File: config.mk
export PLATFORM = sky130hd
export DESIGN_NAME = circular_window_buffer
export DESIGN_NICKNAME = d
export VERILOG_FILES = /design/src/rtl/cwb_pkg.sv /design/src/rtl/cwb_slot.sv /design/src/rtl/circular_window_buffer.sv
export SDC_FILE = /design/constraint.sdc
export NUM_CORES = 1
export LEC_CHECK = 0
export BUFFER_PORTS_ARGS = -buffer_cell sky130_fd_sc_hd__buf_2
export CAP_MARGIN = 40
export CORE_MARGIN = 2
export CORE_UTILIZATION = 37
export CTS_BUF_LIST = sky130_fd_sc_hd__clkbuf_8
export DETAILED_ROUTE_END_ITERATION = 12
export GPL_TIMING_DRIVEN = 0
export PLACE_DENSITY = 0.62
export SYNTH_ARGS = -nofsm -noshare
export SYNTH_HDL_FRONTEND = slang
export SYNTH_SLANG_ARGS = --single-unit
File: constraint.sdc
create_clock -name clk -period 11.9 [get_ports clk]
set_clock_uncertainty 0.1 [all_clocks]
set_input_delay 0.595 -clock clk [delete_from_list [all_inputs] [get_ports clk]]
set_output_delay 0.595 -clock clk [all_outputs]
set_load 0.005 [all_outputs]
File: src/rtl/cwb_pkg.sv
//------------------------------------------------------------------------------
// Module : cwb_pkg
// Brief  : Shared widths and pointer helpers for circular_window_buffer.
// Rev    : 1.0
//------------------------------------------------------------------------------
`default_nettype none

package cwb_pkg;

    localparam int unsigned CWB_SIZE = 16;

    function automatic int unsigned ptr_w(input int unsigned size);
        return $clog2(size);
    endfunction

    function automatic int unsigned cnt_w(input int unsigned size);
        return $clog2(size + 1);
    endfunction

    typedef logic [$clog2(CWB_SIZE)-1:0]   ptr_t;
    typedef logic [$clog2(CWB_SIZE+1)-1:0] cnt_t;

    // Size is a power of two, so masking equals a truncated pointer add.
    function automatic int unsigned wrap_add(input int unsigned ptr,
                                             input int unsigned n,
                                             input int unsigned size);
        return (ptr + n) & (size - 1);
    endfunction

endpackage

`default_nettype wire

File: src/rtl/cwb_slot.sv
//------------------------------------------------------------------------------
// Module : cwb_slot
// Brief  : One storage entry; captures its element of a multi-element push.
// Rev    : 1.0
//------------------------------------------------------------------------------
`default_nettype none

module cwb_slot
    import cwb_pkg::*;
#(
    parameter int unsigned SIZE       = 16,
    parameter int unsigned WRITE_SIZE = 4,
    parameter int unsigned DATA_WIDTH = 8,
    parameter int unsigned SLOT       = 0
) (
    input  logic                                  clk,
    input  logic                                  rst,
    input  logic [$clog2(SIZE)-1:0]               wr_ptr_i,
    input  logic [WRITE_SIZE-1:0][DATA_WIDTH-1:0] in_i,
    input  logic [$clog2(WRITE_SIZE+1)-1:0]       write_count_i,
    input  logic                                  push_i,
    output logic [DATA_WIDTH-1:0]                 data_o
);

    localparam int unsigned SEL = ptr_w(SIZE);
    localparam int unsigned WCW = $clog2(WRITE_SIZE + 1);

    logic [SEL-1:0]        w_offset;
    logic [DATA_WIDTH-1:0] data_d;
    logic [DATA_WIDTH-1:0] data_q;

    always_comb begin
        data_d   = data_q;
        w_offset = SEL'(SLOT) - wr_ptr_i;
        for (int k = 0; k < int'(WRITE_SIZE); k++) begin
            if (push_i && (w_offset == SEL'(k)) && (WCW'(k) < write_count_i)) begin
                data_d = in_i[k];
            end
        end
    end

    always_ff @(posedge clk) begin
        if (rst) begin
            data_q <= '0;
        end else begin
            data_q <= data_d;
        end
    end

    assign data_o = data_q;

endmodule

`default_nettype wire

File: src/rtl/circular_window_buffer.sv
//------------------------------------------------------------------------------
// Module : circular_window_buffer
// Brief  : Circular buffer with multi-element push and a READ_SIZE read window.
// Rev    : 1.0
//------------------------------------------------------------------------------
`default_nettype none

module circular_window_buffer
    import cwb_pkg::*;
#(
    parameter int unsigned SIZE       = 16,
    parameter int unsigned WRITE_SIZE = 4,
    parameter int unsigned READ_SIZE  = 4,
    parameter int unsigned DATA_WIDTH = 8
) (
    input  logic                                  clk,
    input  logic                                  rst,
    input  logic [WRITE_SIZE-1:0][DATA_WIDTH-1:0] in,
    input  logic [$clog2(WRITE_SIZE+1)-1:0]       write_count,
    input  logic                                  write_valid,
    output logic                                  write_ready,
    input  logic [$clog2(READ_SIZE+1)-1:0]        read_count,
    input  logic                                  read_en,
    output logic [READ_SIZE-1:0][DATA_WIDTH-1:0]  out,
    output logic [$clog2(READ_SIZE+1)-1:0]        out_valid,
    output logic [$clog2(SIZE+1)-1:0]             count,
    output logic                                  full,
    output logic                                  empty,
    output logic                                  err
);

    localparam int unsigned SEL = ptr_w(SIZE);
    localparam int unsigned CW  = cnt_w(SIZE);
    localparam int unsigned RCW = $clog2(READ_SIZE + 1);

    logic [SEL-1:0] wr_ptr_q, wr_ptr_d;
    logic [SEL-1:0] rd_ptr_q, rd_ptr_d;
    logic [CW-1:0]  count_q, count_d;
    logic           err_q, err_d;
    logic [CW-1:0]  w_free;
    logic           w_push_fire, w_pop_fire;
    logic [SIZE-1:0][DATA_WIDTH-1:0] w_mem;

    // Both legality checks see only the pre-edge occupancy.
    assign w_free      = CW'(SIZE) - count_q;
    assign write_ready = w_free >= CW'(write_count);
    assign w_push_fire = write_valid && write_ready && (write_count != '0);
    assign w_pop_fire  = read_en && (CW'(read_count) <= count_q) && (read_count != '0);

    always_comb begin
        wr_ptr_d = wr_ptr_q;
        rd_ptr_d = rd_ptr_q;
        count_d  = count_q
                 + (w_push_fire ? CW'(write_count) : '0)
                 - (w_pop_fire  ? CW'(read_count)  : '0);
        err_d    = (write_valid && !write_ready)
                 || (read_en && (CW'(read_count) > count_q));
        if (w_push_fire) begin
            wr_ptr_d = SEL'(wrap_add(32'(wr_ptr_q), 32'(write_count), SIZE));
        end
        if (w_pop_fire) begin
            rd_ptr_d = SEL'(wrap_add(32'(rd_ptr_q), 32'(read_count), SIZE));
        end
    end

    always_ff @(posedge clk) begin
        if (rst) begin
            wr_ptr_q <= '0;
            rd_ptr_q <= '0;
            count_q  <= '0;
            err_q    <= 1'b0;
        end else begin
            wr_ptr_q <= wr_ptr_d;
            rd_ptr_q <= rd_ptr_d;
            count_q  <= count_d;
            err_q    <= err_d;
        end
    end

    for (genvar s = 0; s < int'(SIZE); s++) begin : g_slot
        cwb_slot #(
            .SIZE       (SIZE),
            .WRITE_SIZE (WRITE_SIZE),
            .DATA_WIDTH (DATA_WIDTH),
            .SLOT       (s)
        ) u_slot (
            .clk           (clk),
            .rst           (rst),
            .wr_ptr_i      (wr_ptr_q),
            .in_i          (in),
            .write_count_i (write_count),
            .push_i        (w_push_fire),
            .data_o        (w_mem[s])
        );
    end

    for (genvar j = 0; j < int'(READ_SIZE); j++) begin : g_rd_mux
        assign out[j] = w_mem[SEL'(wrap_add(32'(rd_ptr_q), j, SIZE))];
    end

    assign out_valid = (count_q >= CW'(READ_SIZE)) ? RCW'(READ_SIZE) : RCW'(count_q);
    assign count     = count_q;
    assign full      = count_q == CW'(SIZE);
    assign empty     = count_q == '0;
    assign err       = err_q;

endmodule

`default_nettype wire

-- After elaboration in Yosys (flattened, before gate mapping)
Index checks and enable logic that the tools add are counted.
- $add $sub $neg: 24
- multipliers: 0
- div/mod/pow operators: 0
- order comparisons: 12
- eq/ne operators: 49
- shift operators: 0
- mux-type cells: 75
- bitwise logic cells: 0
- reductions and logical operators: 171
- operator list (operator ; number):
    8-bit two-way mux ; 68
    1-bit logical AND ; 134
    8-bit binary-select mux with 4-bit select ; 4
    4-bit by 2-bit == test with 1-bit output (second input constant) ; 32
    4-bit by 1-bit == test with 1-bit output (second input constant) ; 16
    4-bit logical NOT ; 16
    4-bit nonzero test ; 16
    4-bit subtractor (first input constant) ; 8
    4-bit by 5-bit < comparator with 1-bit output (second input constant) ; 4
    3-bit by 4-bit subtractor with 4-bit output (first input constant) ; 4
    3-bit two-way mux ; 3
    4-bit by 2-bit adder with 4-bit output (second input constant) ; 2
    4-bit by 3-bit adder with 4-bit output ; 2
    1-bit by 4-bit subtractor with 4-bit output (first input constant) ; 2
    2-bit by 4-bit subtractor with 4-bit output (first input constant) ; 2
    1-bit by 3-bit < comparator with 1-bit output (first input constant) ; 2
    2-bit by 3-bit < comparator with 1-bit output (first input constant) ; 2
    3-bit nonzero test ; 2
    5-bit by 3-bit adder with 5-bit output ; 1
    5-bit == test (second input constant) ; 1
    5-bit by 3-bit >= comparator with 1-bit output ; 1
    5-bit by 3-bit >= comparator with 1-bit output (second input constant) ; 1
    3-bit by 5-bit > comparator with 1-bit output ; 1
    3-bit by 5-bit less-or-equal comparator with 1-bit output ; 1
    6 further kinds ; 6
- bits in registers: 142
- bits in latches: 0
- RAM bits: 0
- memory bits (read-only): 0
- input port bits: 42
- output and inout port bits: 44
- logic and storage cells: 351
- memories kept: 0

-- Depth between registers and ports, before layout
- depth in word-level cells: 10
- depth in mapped cells: 20
- gate-level depth less buffers: 18

-- Hierarchy
From an unflattened synthesis, not the netlist that was laid out.
- cells, all modules: 1696
- area, all modules: 16095.4 µm²
- by module, submodules not included (module ; instances ; cells each ; area an instance (µm²) ; seq. area each (µm²)):
    circular_window_buffer ; 1 ; 419 ; 5089.9 ; 280.3
    cwb_slot at g_slot[11].u_slot ... ; 2 ; 78 ; 706.9 ; 160.2
    cwb_slot at g_slot[1].u_slot ; 1 ; 107 ; 790.8 ; 160.2
    cwb_slot at g_slot[9].u_slot ; 1 ; 91 ; 784.5 ; 160.2
    cwb_slot at g_slot[6].u_slot ; 1 ; 87 ; 726.9 ; 160.2
    cwb_slot at g_slot[14].u_slot ; 1 ; 87 ; 724.4 ; 160.2
    cwb_slot at g_slot[2].u_slot ; 1 ; 80 ; 721.9 ; 160.2
    cwb_slot at g_slot[10].u_slot ; 1 ; 93 ; 720.7 ; 160.2
    cwb_slot at g_slot[5].u_slot ; 1 ; 85 ; 710.7 ; 160.2
    cwb_slot at g_slot[15].u_slot ; 1 ; 78 ; 700.7 ; 160.2
    cwb_slot at g_slot[13].u_slot ; 1 ; 85 ; 680.7 ; 160.2
    cwb_slot at g_slot[4].u_slot ; 1 ; 61 ; 659.4 ; 160.2
    cwb_slot at g_slot[3].u_slot ; 1 ; 77 ; 653.1 ; 160.2
    cwb_slot at g_slot[12].u_slot ; 1 ; 64 ; 629.4 ; 160.2
    +2 rows ; n/a ; n/a ; n/a ; n/a

-- Least setup slack after synthesis
OpenSTA, ideal clock, no wires.
- path type: flip-flop to output port
- from: register rd_ptr_q[1]
- to: output out[12] (netlist bit)
- arrival: 3.795 ns
- required time: 11.205 ns
- setup slack: 7.410 ns
- cell stages (with the launch flop): 11
- buffers on the path: 6
- cell sequence: dfxtp_1 -> buf_2 -> clkbuf_1 -> clkbuf_1 -> inv_1 -> ha_1 -> clkbuf_1 -> clkbuf_1 -> clkbuf_1 -> mux4_2 -> mux4_2
- RTL lines (item ; line ; source):
    start, declared ; circular_window_buffer.sv:37 ; logic [SEL-1:0] rd_ptr_q, rd_ptr_d;
    start signal, assigned ; circular_window_buffer.sv:74 ; rd_ptr_q <= rd_ptr_d;
    end, declared ; circular_window_buffer.sv:24 ; output logic [READ_SIZE-1:0][DATA_WIDTH-1:0] out,

==> results.toml <==
[run_status]
outcome = "finished clean"

[drt]
totalWireLength_mm = 61.5
drt_first_iter_violations = 2251
dr.pass1.iters = 6
via_count = 13700
viasPerCell = 7.01
drc_errors = 0
wire_per_inst_microns = 31.4
final_antenna_net_count = 0

[logic_synthesis]
yosysWarnings = 0
syn_nets = 1453
synth_edf_count = 0
netlist.area_leader.share_pct = 27.1
synth_cells = 1376
synth_top_area_cell = "mux4_2"
syn_area_sq_um = 13300
seq_area_frac_synth_pct = 21.4
syn_avg_cell_area_sq_um = 9.65
synth_cell_types = 78
synthTopCellsByArea = "mux4_2, dfxtp_1, nor2_1"
synth_ff_type = "dfxtp_1"
async_flop_share_pct = 0
synth-seq-cells = 142

[cts]
cts_max_level = 4
clockBufferDepth = 2
root_buffer = "clkbuf_8"
cts_setup_buffers = 0
holdBufCountCts = 0
clk_latency_ns = 0.49
clock_sinks = 142
cts_made_buffers = 17
cts_resized = 0
clk_pin_slew_ns = 0.09
tritoncts = "yes"

[global_route]
grt_first_pass_wirelength_mm = 89.5
antenna_found_initial = 0
grt_max_degree = 17
grt_pass1_vias = 13300
grt_usage_pct = 32.4
grt-ovfl-total = 0

[power]
p_leak_uw = 0.00513
ir_drop_mv = 0.102
p_per_area_nw_per_um2 = 206

[floorplan]
fp.dieW_microns = 193
ioPinCount = 86
rows = 69
core_area_sq_um = 35500
initial_utilization_pct = 37.4
dieArea_sq_um = 37400
fp.dieH_microns = 193

[timing]
post-route-period-util_pct = 57.6
maxSlewHeadroom_pct = 33.5
finalSetupViolations = 0
whs_ns = 0.337
worst_pin_slew_ns = 0.997
hold_viol = 0
rsz0062_at_grt = "no"
max_freq_mhz = 146
maxSlewViolCount = 0
setup_tns_ns = 0
min_period_ns = 6.85

[layout]
drive_gt1_share_pct = 25.3
mostFrequentLayoutCells = "nor2_1, mux4_2, dfxtp_1, buf_2, nand2_1"
final_common_cell = "nor2_1"
layout.nets = 1564
n_antenna_cell = 0
syn_to_final_growth_pct = 11.8

[setup_path]
arrival_ns = 6.16
crit_buf_inv = 8
critPathMaxFanout = 10
max_stage_delay_ns = 0.71
path_cells = "buf_2 -> clkbuf_1 -> clkbuf_1 -> inv_1 -> ha_1 -> clkbuf_1 -> clkbuf_1 -> clkbuf_1 -> mux4_2 -> mux4_2 -> buf_2"
startpoint_type = "flop"
critPathSlowestCell = "clkbuf_1"
cp-startpoint = "rd_ptr_q[1]$_SDFFE_PP0N_"
cp-end-kind = "output port"
path_class = "flop to output port"
worstPathRequired_ns = 11.21
r2r_start = "count[0]$_SDFF_PP0_"
cpMostUsedCell = "clkbuf_1"
cp_top_family = "buffers and inverters"

[placement]
dp_hpwl_mm = 49.1
gp_congestion = 1.02
portBuffers = 71

[hold_path]
min_path_type = "primary input to flop"
min_from = "read_en"

[run]
drv_cap = 0
## final timing paths
check	endpoint	slack, ns	cells past startpoint
min reg2reg	g_slot[1].u_slot.data_o[5]$_SDFFE_PP0P_	0.45	2
min	err$_SDFF_PP0_	0.34	3
max reg2reg	count[3]$_SDFF_PP0_	7.28	16
max	out[13]	5.05	11
## flip-flops by register name, summed over array words and instances, names as in the netlist
register,flops
rd_ptr_q,4
wr_ptr_q,4
count,5
g_slot.u_slot.data_o,128
err,1
## tightest hold or removal path: stages
cell     delay (ns)
buf_2          0.12
a22oi_1        0.09
nor2_1         0.09
## cell families (layout without fill, tap and decap cells)
group	count (synthesis)	in the layout	share of synthesized area, %
muxes	205	205	30.6
xor gates and xnor gates	19	19	1.25
adders and majority gates	35	35	3.58
AOI/OAI and AO/OA	421	421	24.7
buffers and inverters	186	310	5.70
and+or+nand+nor	368	368	12.7
DFF	142	142	21.4
## stage by stage
step | setup slack, ns | power [uW] | cell area, sq um | util, % | cells
6_report | 5.05 | 3050 | 14800 | 41.8 | 1961
5_1_grt | 4.85 | 3180 | 14800 | 41.8 | 1961
4_1_cts | 5.12 | 2980 | 14800 | 41.8 | 1961
3_5_place_dp | 5.66 | 2580 | 14500 | 40.8 | 1929
3_3_place_gp | 5.72 | 2520 | 14200 | 40.0 | 1908
2_1_floorplan | 7.41 | 1930 | 13300 | - | 1376
## where the power goes
part / switching [uW] / total (uW) / internal, uW
combinational: 1110 / 1870 / 761
clock: 255 / 412 / 157
sequential: 195 / 770 / 574
total: 1560 / 3050 / 1490
## cells in the mapped netlist, types with 12 or more instances
| master | instances |
|---|---|
| buf_1 | 29 |
| nor2b_1 | 12 |
| a22oi_1 | 13 |
| xnor2_1 | 13 |
| a311oi_1 | 68 |
| o21ai_0 | 43 |
| nand2_1 | 98 |
| nor2_1 | 168 |
| mux4_2 | 160 |
| a32o_1 | 21 |
| o221ai_1 | 17 |
| o22a_1 | 13 |
| a21o_1 | 17 |
| inv_1 | 43 |
| dfxtp_1 | 142 |
| mux2i_1 | 42 |
| ha_1 | 30 |
| nor3_1 | 14 |
| o211ai_1 | 13 |
| o22ai_1 | 43 |
| a31oi_1 | 14 |
| clkbuf_1 | 82 |
| a21oi_1 | 46 |
| buf_2 | 26 |
| o221a_2 | 26 |
## layer usage
layer / global-route usage, % / routed length, microns / vias to the layer above
met4: 11.4 / 2210 / 0
met5: 0 / 0 / -
met2: 49.8 / 27200 / 1108
met3: 13.1 / 9250 / 170
li1: - / - / 5742
met1: 41.1 / 22800 / 6718
## cell type report
cell class | count | area [sq um]
Tap cell | 461 | 577
Inverter | 44 | 165
Multi-Input combinational cell | 1048 | 9700
Clock buffer | 18 | 248
Buffer | 142 | 592
Clock inverter | 14 | 123
Sequential cell | 142 | 2840
Fill cell | 3525 | 20600
Timing Repair Buffer | 92 | 594
Note: power is estimated with default switching activity, not from simulation.
